## src/rtl/pm_pkg.sv

```systemverilog
// pm_pkg: shared types, ASCII constants and the case-folding helper used by
// the pattern_match datapath.
//   char_t     : one 8-bit ASCII character
//   fold_char  : maps 'A'..'Z' onto 'a'..'z' when case_ins is set
package pm_pkg;

    typedef logic [7:0] char_t;

    localparam char_t ASCII_UC_A     = 8'h41;
    localparam char_t ASCII_UC_Z     = 8'h5A;
    localparam char_t ASCII_CASE_OFF = 8'h20;

    function automatic char_t fold_char(char_t c, bit case_ins);
        if (case_ins && (c >= ASCII_UC_A) && (c <= ASCII_UC_Z))
            return c + ASCII_CASE_OFF;
        return c;
    endfunction

endpackage

```

## src/rtl/pm_compare.sv

```systemverilog
// pm_compare: combinational occurrence detector.
//   hist_next_i : history after the current accept, index 0 = newest char
//   pat_i       : pattern, index 0 = first char of the pattern
//   len_i       : active pattern length (0 disables matching)
//   fill_next_i : number of valid history entries after the accept
//   hit_o       : the newest len_i history chars spell the pattern
module pm_compare
    import pm_pkg::*;
#(
    parameter int MAXLEN = 8
) (
    input  char_t [MAXLEN-1:0]          hist_next_i,
    input  char_t [MAXLEN-1:0]          pat_i,
    input  logic  [$clog2(MAXLEN+1)-1:0] len_i,
    input  logic  [$clog2(MAXLEN+1)-1:0] fill_next_i,
    output logic                        hit_o
);

    // eq[l] is true when the newest l characters match a pattern of length l.
    // Every candidate length is evaluated with constant indices, so len_i
    // only drives a final mux instead of a variable-index comparator.
    logic [MAXLEN:0] eq;

    always_comb begin
        eq = '0;
        for (int l = 1; l <= MAXLEN; l++) begin
            logic ok;
            ok = 1'b1;
            for (int i = 0; i < l; i++) begin
                if (hist_next_i[i] != pat_i[l-1-i])
                    ok = 1'b0;
            end
            eq[l] = ok;
        end
        hit_o = (len_i != '0) && (fill_next_i >= len_i) && eq[len_i];
    end

endmodule

```

## src/rtl/pattern_match.sv

```systemverilog
// pattern_match: run-time programmable, optionally case-folding string
// detector. One character per in_valid cycle; match pulses one cycle after
// the character that completes an occurrence (overlaps included), and
// match_cnt keeps a saturating occurrence count.
//   clk, reset          : clock, synchronous active-high reset
//   in_valid, char      : input character stream
//   cfg_we/idx/char     : write one pattern slot
//   len_we, cfg_len     : load active pattern length (values > MAXLEN ignored)
//   cnt_clr             : clear match_cnt (wins over a same-cycle increment)
//   match, match_cnt    : registered hit pulse and occurrence count
module pattern_match
    import pm_pkg::*;
#(
    parameter int MAXLEN   = 8,
    parameter int CNT_W    = 16,
    parameter bit CASE_INS = 1'b1,
    localparam int IDX_W   = (MAXLEN > 1) ? $clog2(MAXLEN) : 1,
    localparam int LEN_W   = $clog2(MAXLEN + 1)
) (
    input  logic             clk,
    input  logic             reset,
    input  logic             in_valid,
    input  char_t            char,
    input  logic             cfg_we,
    input  logic [IDX_W-1:0] cfg_idx,
    input  char_t            cfg_char,
    input  logic             len_we,
    input  logic [LEN_W-1:0] cfg_len,
    input  logic             cnt_clr,
    output logic             match,
    output logic [CNT_W-1:0] match_cnt
);

    char_t [MAXLEN-1:0] pat_q;
    char_t [MAXLEN-1:0] hist_q, hist_d;
    logic  [LEN_W-1:0]  len_q;
    logic  [LEN_W-1:0]  fill_q, fill_d;
    logic               match_q;
    logic  [CNT_W-1:0]  cnt_q, cnt_d;

    logic len_ok, cfg_act, accept, cmp_hit, hit;

    // An out-of-range length write is not a config write at all, so it
    // neither clears history nor blocks a same-cycle character.
    assign len_ok  = len_we && (cfg_len <= LEN_W'(MAXLEN));
    assign cfg_act = cfg_we || len_ok;
    assign accept  = in_valid && !cfg_act;

    always_comb begin
        hist_d = hist_q;
        fill_d = fill_q;
        if (accept) begin
            hist_d[0] = fold_char(char, CASE_INS);
            for (int i = 1; i < MAXLEN; i++)
                hist_d[i] = hist_q[i-1];
            if (fill_q != LEN_W'(MAXLEN))
                fill_d = fill_q + LEN_W'(1);
        end
    end

    pm_compare #(.MAXLEN(MAXLEN)) u_cmp (
        .hist_next_i (hist_d),
        .pat_i       (pat_q),
        .len_i       (len_q),
        .fill_next_i (fill_d),
        .hit_o       (cmp_hit)
    );

    assign hit = accept && cmp_hit;

    always_comb begin
        cnt_d = cnt_q;
        if (cnt_clr)
            cnt_d = '0;
        else if (hit && !(&cnt_q))
            cnt_d = cnt_q + CNT_W'(1);
    end

    always_ff @(posedge clk) begin
        if (reset) begin
            pat_q   <= '0;
            hist_q  <= '0;
            len_q   <= '0;
            fill_q  <= '0;
            match_q <= 1'b0;
            cnt_q   <= '0;
        end else begin
            if (cfg_act) begin
                // Pattern is stored pre-folded so the compare is a plain
                // byte equality.
                if (cfg_we && ({1'b0, cfg_idx} < (IDX_W+1)'(MAXLEN)))
                    pat_q[cfg_idx] <= fold_char(cfg_char, CASE_INS);
                if (len_ok)
                    len_q <= cfg_len;
                hist_q <= '0;
                fill_q <= '0;
            end else begin
                hist_q <= hist_d;
                fill_q <= fill_d;
            end
            match_q <= hit;     // hit is 0 on config-write edges
            cnt_q   <= cnt_d;
        end
    end

    assign match     = match_q;
    assign match_cnt = cnt_q;

endmodule

```

## config.mk

```make
export PLATFORM = sky130hd
export DESIGN_NAME = pattern_match
export DESIGN_NICKNAME = d
export VERILOG_FILES = /design/src/rtl/pm_pkg.sv /design/src/rtl/pm_compare.sv /design/src/rtl/pattern_match.sv
export SDC_FILE = /design/constraint.sdc
export NUM_CORES = 1
export LEC_CHECK = 0
export CORE_MARGIN = 8
export CORE_UTILIZATION = 38
export CTS_BUF_LIST = sky130_fd_sc_hd__clkbuf_8
export DETAILED_ROUTE_END_ITERATION = 7
export HOLD_SLACK_MARGIN = 0.12
export PLACE_DENSITY = 0.61
export SYNTH_ARGS = -nofsm -noshare
export SYNTH_HDL_FRONTEND = slang
export SYNTH_SLANG_ARGS = --single-unit
```

## constraint.sdc

```tcl
create_clock -name clk -period 5.1 [get_ports clk]
set_clock_uncertainty 0.15 [all_clocks]
set_input_delay 1.02 -clock clk [delete_from_list [all_inputs] [get_ports clk]]
set_output_delay 1.02 -clock clk [all_outputs]
set_load 0.01 [all_outputs]
```

==> results of run 1 <==
==> power groups by stage <==
stage | logic, W | registers, W | clock network (W)
final | 0.000469 | 0.00126 | 0.000978
after CTS | 0.000448 | 0.00126 | 0.000993
after global placement | 0.000444 | 0.00128 | 0
after floorplan | 0.000262 | 0.00125 | 0
after detailed placement | 0.000443 | 0.00128 | 0
after global routing | 0.000494 | 0.00126 | 0.00104
==> final cells by class <==
| class | count | area share (%) |
|---|---|---|
| Multi-Input combinational cell | 995 | 52.93 |
| Sequential cell | 153 | 23.21 |
| Timing Repair Buffer | 260 | 16.59 |
| Tap cell | 378 | 3.584 |
| Clock buffer | 17 | 1.773 |
| Clock inverter | 15 | 1.233 |
| Inverter | 23 | 0.6543 |
| Antenna cell | 1 | 0.01896 |
==> timing repair <==
action,CTS,global route
gates resized for setup,4,20
gates cloned,0,2
buffers inserted,0,1
setup endpoints to repair,16,16
pin swaps,0,12
hold buffers,0,0
hold endpoints to repair,0,0
==> registers in the layout, summed over array words and instances, names as in the netlist <==
signal,cells
hist_q,64
len_q,4
match,1
pat_q,64
match_cnt,16
fill_q,4
==> layer usage <==
| metal | track usage, % | part of all wire (%) | up-vias |
|---|---|---|---|
| met5 | 0 | 0 | - |
| met4 | 14.10 | 5.2 | 0 |
| met3 | 4.951 | 9.3 | 129 |
| met2 | 43.79 | 43 | 580 |
| met1 | 38.42 | 42 | 5235 |
| li1 | - | - | 4908 |
==> cells in the final DEF, fill, tap and decap left out, drive strengths merged, types with 3 or more instances in the layout <==
cell type      instances
or2                    3
a21o                   4
xor2                 110
a2111oi                5
nor2                 118
a21oi                 81
mux2                  13
clkinv                 5
clkdlybuf4s50         43
a31oi                  7
and2                  21
and4                   3
buf                  216
nor2b                 19
o21ai                 18
nand2                 78
nor4b                  4
ha                     9
o2bb2ai                3
o2111ai               12
inv                   33
nand3                 24
or3                   12
or4                    9
a211oi                22
o211ai                 7
mux2i                 57
nor4                  33
nor3                  11
clkbuf                17
and3                  32
dfxtp                153
o31ai                 34
o311ai                 3
nand2b                 8
nand4                 78
o31a                   3
xnor2                121
==> critical path, cell delays in order <==
cell             delay [ns]
clkdlybuf4s50_1        0.44
buf_4                  0.15
nor2b_4                0.14
buf_12                 0.15
buf_12                 0.14
buf_12                 0.15
o31ai_1                0.36
and2_1                 0.40
buf_4                  0.23
xor2_1                 0.15
nand4_1                0.16
nor4_2                 0.50
a31oi_1                0.22
a21oi_4                0.27
nand3_2                0.14
buf_6                  0.16
or4_1                  0.46
o21ai_0                0.08
==> path summary, 6_finish.rpt <==
kind / cells past startpoint / start / end
worst max-delay path: 18 / len_we / match_cnt[5]
worst min-delay path: 2 / hist_q[57] / hist_q[57]
worst max register to register: 19 / fill_q[0] / match_cnt[5]
worst min register to register: 2 / hist_q[57] / hist_q[57]
==> metrics by stage <==
step           total power [W]  instance area (um^2)  hold slack (ns)
2_1_floorplan         0.001507                 10540           0.2946
3_5_place_dp          0.001728                 12670           0.3202
6_report              0.002707                 13200           0.3319
4_1_cts               0.002698                 13080           0.3351
5_1_grt               0.002798                 13190           0.3583
3_3_place_gp          0.001729                 12670           0.3162
==> cell families (layout without fill, tap and decap cells) <==
group	after synthesis	after routing	share of synthesized area, %
and+or+nand+nor	460	460	23.23
xor gates and xnor gates	231	231	19.20
AOI/OAI and AO/OA	225	225	14.37
DFF	153	153	29.06
buffers and inverters	137	315	5.746
muxes	70	70	7.325
adders and majority gates	9	9	1.069
other	0	1	0
==> run metrics, run 1 <==
Final GP Congestion=approximately 1.0; Post-route DRC=0; Setup Viol. Count Final=0; RSZ-0062 raised after global routing=false; Clock power frac=36.1%; clock-pin slew on the worst setup and hold paths=about 0.10 ns; status=finished, final reports clean; critical setup path kind=in2reg; CP required=approximately 5.4 ns; commonest cells in the netlist=dfxtp_1 (153), xnor2_1 (121), nor2_1 (117); final hold violations=0; vias=approximately 11,000; Die Y=182.5 um; Initial Util=38.25%; post-synth top area cell=dfxtp_1; wire per inst=between 20 and 30 um; # fillers=about 2,700; number of global-route vias before repair=roughly 10,000; synthesis warning total=0; Vias/cell=between 5 and 6; Int Pwr=0.001781 W; total gr overflow=0; most frequent cell after synthesis=dfxtp_1; post-synthesis sequential area ratio=between 20% and 30%; top cell type's share of synthesized area=29.06%; fmax=0.1971 GHz; TritonCTS buffer count=17; sequential cell area=between 3000 and 4000 um^2; headroom to the max-slew limit=17.85%; Worst Setup Start Kind=input pin; maximum VDD drop=between 0.0002 and 0.00025 V; CTS Sinks=approximately 150; post-route minimum period=5.075 ns; core footprint=around 28,000 um^2; Port-buffer cells=45; Max Cap Viol=0; Synth Net Count=around 1,300; first-pass GRT wire length=70.12 mm; Max Transition Viols Final=0; final non-filler cell total=approximately 1,800; #FFs+latches synth=approximately 150; Synth area leaders=dfxtp_1 (29%), xnor2_1 (10%), xor2_1 (9.1%), mux2i_1 (4.6%), nand4_1 (4.5%); TritonRoute pass-1 iters=7; leakage=roughly 5.1 nW; Max FO, Critical Path=16; multi-input logic area=6984 um^2; flop2flop setup slack=around 1.2 ns; Post-synth EDFFs=0; die area=33,320 um^2; CP endpoint kind=register; worst slew pin tran=around 1.2 ns; pre-CTS WS=-0.6965 ns; total track usage=between 20 and 30%; mapped cell area=about 11,000 um^2; Die W=about 180 um; Final WS setup=about 0.025 ns; Sw Pwr=between 0.0009 and 0.001 W; fin nets=~1,500; Synth-to-Final Area Change=25.21%; maximum buffer depth of the clock tree=2; antenna-violating nets left=0; Util after Layout=around 48%; Root Buffer=clkbuf_8; row cnt=61; post-synthesis cell type count=slightly below 80; num ports=46; HPWL after DPL=between 30 and 40 mm; syn_area_per_cell=between 8 and 9 um^2; Comb pwr share=17.3%; total wire length=slightly below 50 mm; largest net degree at the start of global routing=61; ys async rst share=0%; Sequential Power Share=a little under half; CTS tree=built; dominant synthesized flop cell=dfxtp_1; Tightest Hold Check Type=reg2reg; Net Sw Frac=approximately a third; layout cells sized above 1=between 20% and 30%; DP Cell Count=about 1,800; H-tree depth=4; Pwr Density=~210 nW/um^2; setup TNS=0 ns; drt initial violations=about 1,300; Worst-Skew Late Latency=just under 0.5 ns; Mapped Cells=1,285; Final period util=between 90% and 100%; initial antenna violation count=0; Arr. time, crit path=~5.3 ns
Power figures use the tool's default switching activity.
==> run 2, diff against run 1 <==
Settings changed: RECOVER_POWER set to 50.
==> run 2 against run 1 <==
Net effect: register-to-register slack hardly changed; first-iteration DRC count is 0.31% lower; critical endpoint unchanged; non-clock buffer count stayed put; clock power hardly changed; worst setup slack better by 0.030 ns; power is 0.10% higher; largest power group unchanged; die area stayed put; worst hold slack hardly changed.
==> run metrics, run 2 (synthesized netlist as in run 1, its figures left out) <==
HPWL after DPL=37.64 mm (unchanged); core footprint=27,550 um^2 (unchanged); row cnt=61 (unchanged); total wire length=48.50 mm (about the same); Final GP Congestion=1.040 (unchanged); TritonRoute pass-1 iters=5 (-2); status=finished, final reports clean; Pwr Density=205.5 nW/um^2 (+0.17%); total gr overflow=0 (unchanged); Max FO, Critical Path=9 (-7); setup TNS=0 ns (unchanged); Arr. time, crit path=5.31 ns (-0.03 ns); RSZ-0062 raised after global routing=false; Port-buffer cells=45 (unchanged); Hold WS=0.3323 ns (+0.0003720 ns); antenna-violating nets left=0 (unchanged); Root Buffer=clkbuf_8; Final period util=98.92% (-0.58 points); layout cells sized above 1=20.64% (-0.14 points); initial antenna violation count=0 (unchanged); CP endpoint kind=register; CP required=5.36 ns (about the same); vias=10,920 (+0.66%); fin nets=1,488 (unchanged); Post-route DRC=0 (unchanged); CP peak stage delay=0.58 ns (+0.08 ns); CTS Sinks=153 (unchanged); Final WS setup=0.05501 ns (+0.02971 ns); TritonCTS buffer count=17 (unchanged); Setup Viol. Count Final=0 (unchanged); first-pass GRT wire length=70.12 mm (unchanged); Tightest Hold Check Type=reg2reg; Synth-to-Final Area Change=25.12% (about the same); Post-Layout Inst Area=13,190 um^2 (about the same); largest net degree at the start of global routing=61 (unchanged); CP max-delay cell=or4_4; wire per inst=26.34 um (about the same); number of global-route vias before repair=10,210 (unchanged); Die Y=182.5 um (unchanged); total track usage=28.67% (unchanged); commonest non-fill, non-tap cell in the layout=buf_4; maximum buffer depth of the clock tree=2 (unchanged); final hold violations=0 (unchanged); Worst Setup Start Kind=input pin; pre-CTS WS=-0.6965 ns (unchanged); H-tree depth=4 (unchanged); post-route minimum period=5.045 ns (-0.02971 ns); DP Area=12,670 um^2 (unchanged); Vias/cell=5.934 (+0.72%); drt initial violations=1,271 (-0.31%); leakage=5.155 nW (+1.1%); Max Cap Viol=0 (unchanged); num ports=46 (unchanged); Initial Util=38.25% (unchanged); worst path cell trace=clkdlybuf4s50_1 -> nand2b_1 -> buf_12 -> buf_4 -> o31ai_2 -> nand2_2 -> xor2_1 -> nor4_1 -> buf_4 -> nand4_1 -> or4_4 -> a22oi_2 -> nand3_2 -> buf_6 -> or4_1 -> o21ai_0; maximum VDD drop=0.0002134 V (+0.17%); worst slew pin tran=1.245 ns (+0.01693 ns); Worst path top cell family by delay=simple AND/OR/NAND/NOR gates; # hold bufs at CTS=0 (unchanged); diode count=0 (-1); clock-pin slew on the worst setup and hold paths=0.11 ns (about the same); Tot Pwr=0.002710 W (+0.10%); fmax=0.1982 GHz (+0.59%); commonest non-fill, non-tap cells in the layout=buf_4 (200), dfxtp_1 (153), xnor2_1 (121); die area=33,320 um^2 (unchanged); Worst-Skew Late Latency=0.49 ns (about the same); Worst Path Buf+Inv=5 (-2); Die W=182.5 um (unchanged); CTS tree=built; critical setup path kind=in2reg; headroom to the max-slew limit=16.82% (-1.0 points); cell mode on critical path=buf_4; Max Transition Viols Final=0 (unchanged)
run 2: metrics by stage:
step,utilization (%),std cells
after floorplan,-,1285
after global placement,45.99,1806
after detailed placement,45.99,1806
after CTS,47.48,1838
after global routing,47.86,1841
final,47.86,1841
run 2: what timing repair did:
action / CTS / global route
endpoints found under the setup margin: 16 / 16
gates resized for setup: 4 / 20
buffers inserted: 0 / 1
pin swaps: 0 / 12
gates cloned: 0 / 2
run 2: layer usage:
layer	up-vias	global-route usage [%]	share of wire, %	wire length (um)
met5	-	0	0	0
met4	0	14.10	5.3	2582
met3	136	4.951	9.1	4433
met2	631	43.79	43	20970
met1	5243	38.42	42	20510
li1	4914	-	-	-
run 2: worst register-to-register path, cell delays in order (launching register included):
cell	delay, ns
dfxtp_1	0.37
inv_1	0.08
ha_1	0.21
nand2_1	0.07
o21ai_0	0.09
xnor2_1	0.17
ha_1	0.27
nand2b_1	0.09
a2111oi_0	0.08
a21oi_1	0.12
nand2_1	0.13
or3_1	0.39
nor4_2	0.20
buf_4	0.16
a31oi_1	0.12
a21oi_4	0.27
nand3_2	0.14
buf_6	0.16
or4_1	0.46
o21ai_0	0.08
run 2: power by group:
part,switching [W],internal (W)
combinational,0.000270,0.000199
sequential,0.0000518,0.00121
clock,0.000608,0.000373
run 2: area by class of cell:
type | instances | area, um^2
Fill cell | 2748 | 14370
Multi-Input combinational cell | 995 | 6982
Sequential cell | 153 | 3063
Timing Repair Buffer | 260 | 2186
Tap cell | 378 | 473.0
Clock buffer | 17 | 234.0
Clock inverter | 15 | 162.7
Inverter | 23 | 86.33
run 2: path summary, 6_finish.rpt:
| kind | endpoint | depth (start not counted) | slack [ns] | from |
|---|---|---|---|---|
| worst max register to register | match_cnt[5] | 19 | 1.24 | fill_q[0] |
| worst min register to register | hist_q[57] | 2 | 0.33 | hist_q[57] |
| worst max-delay path | match_cnt[5] | 16 | 0.06 | cfg_we |
| worst min-delay path | hist_q[57] | 2 | 0.33 | hist_q[57] |
==> run 3, diff against run 2 <==
Settings changed: CTS_BUF_LIST sky130_fd_sc_hd__clkbuf_8 to sky130_fd_sc_hd__clkbuf_4 sky130_fd_sc_hd__clkbuf_8.
==> results of run 3 <==
The final DEF is identical to that of run 2; final timing and power are the same.
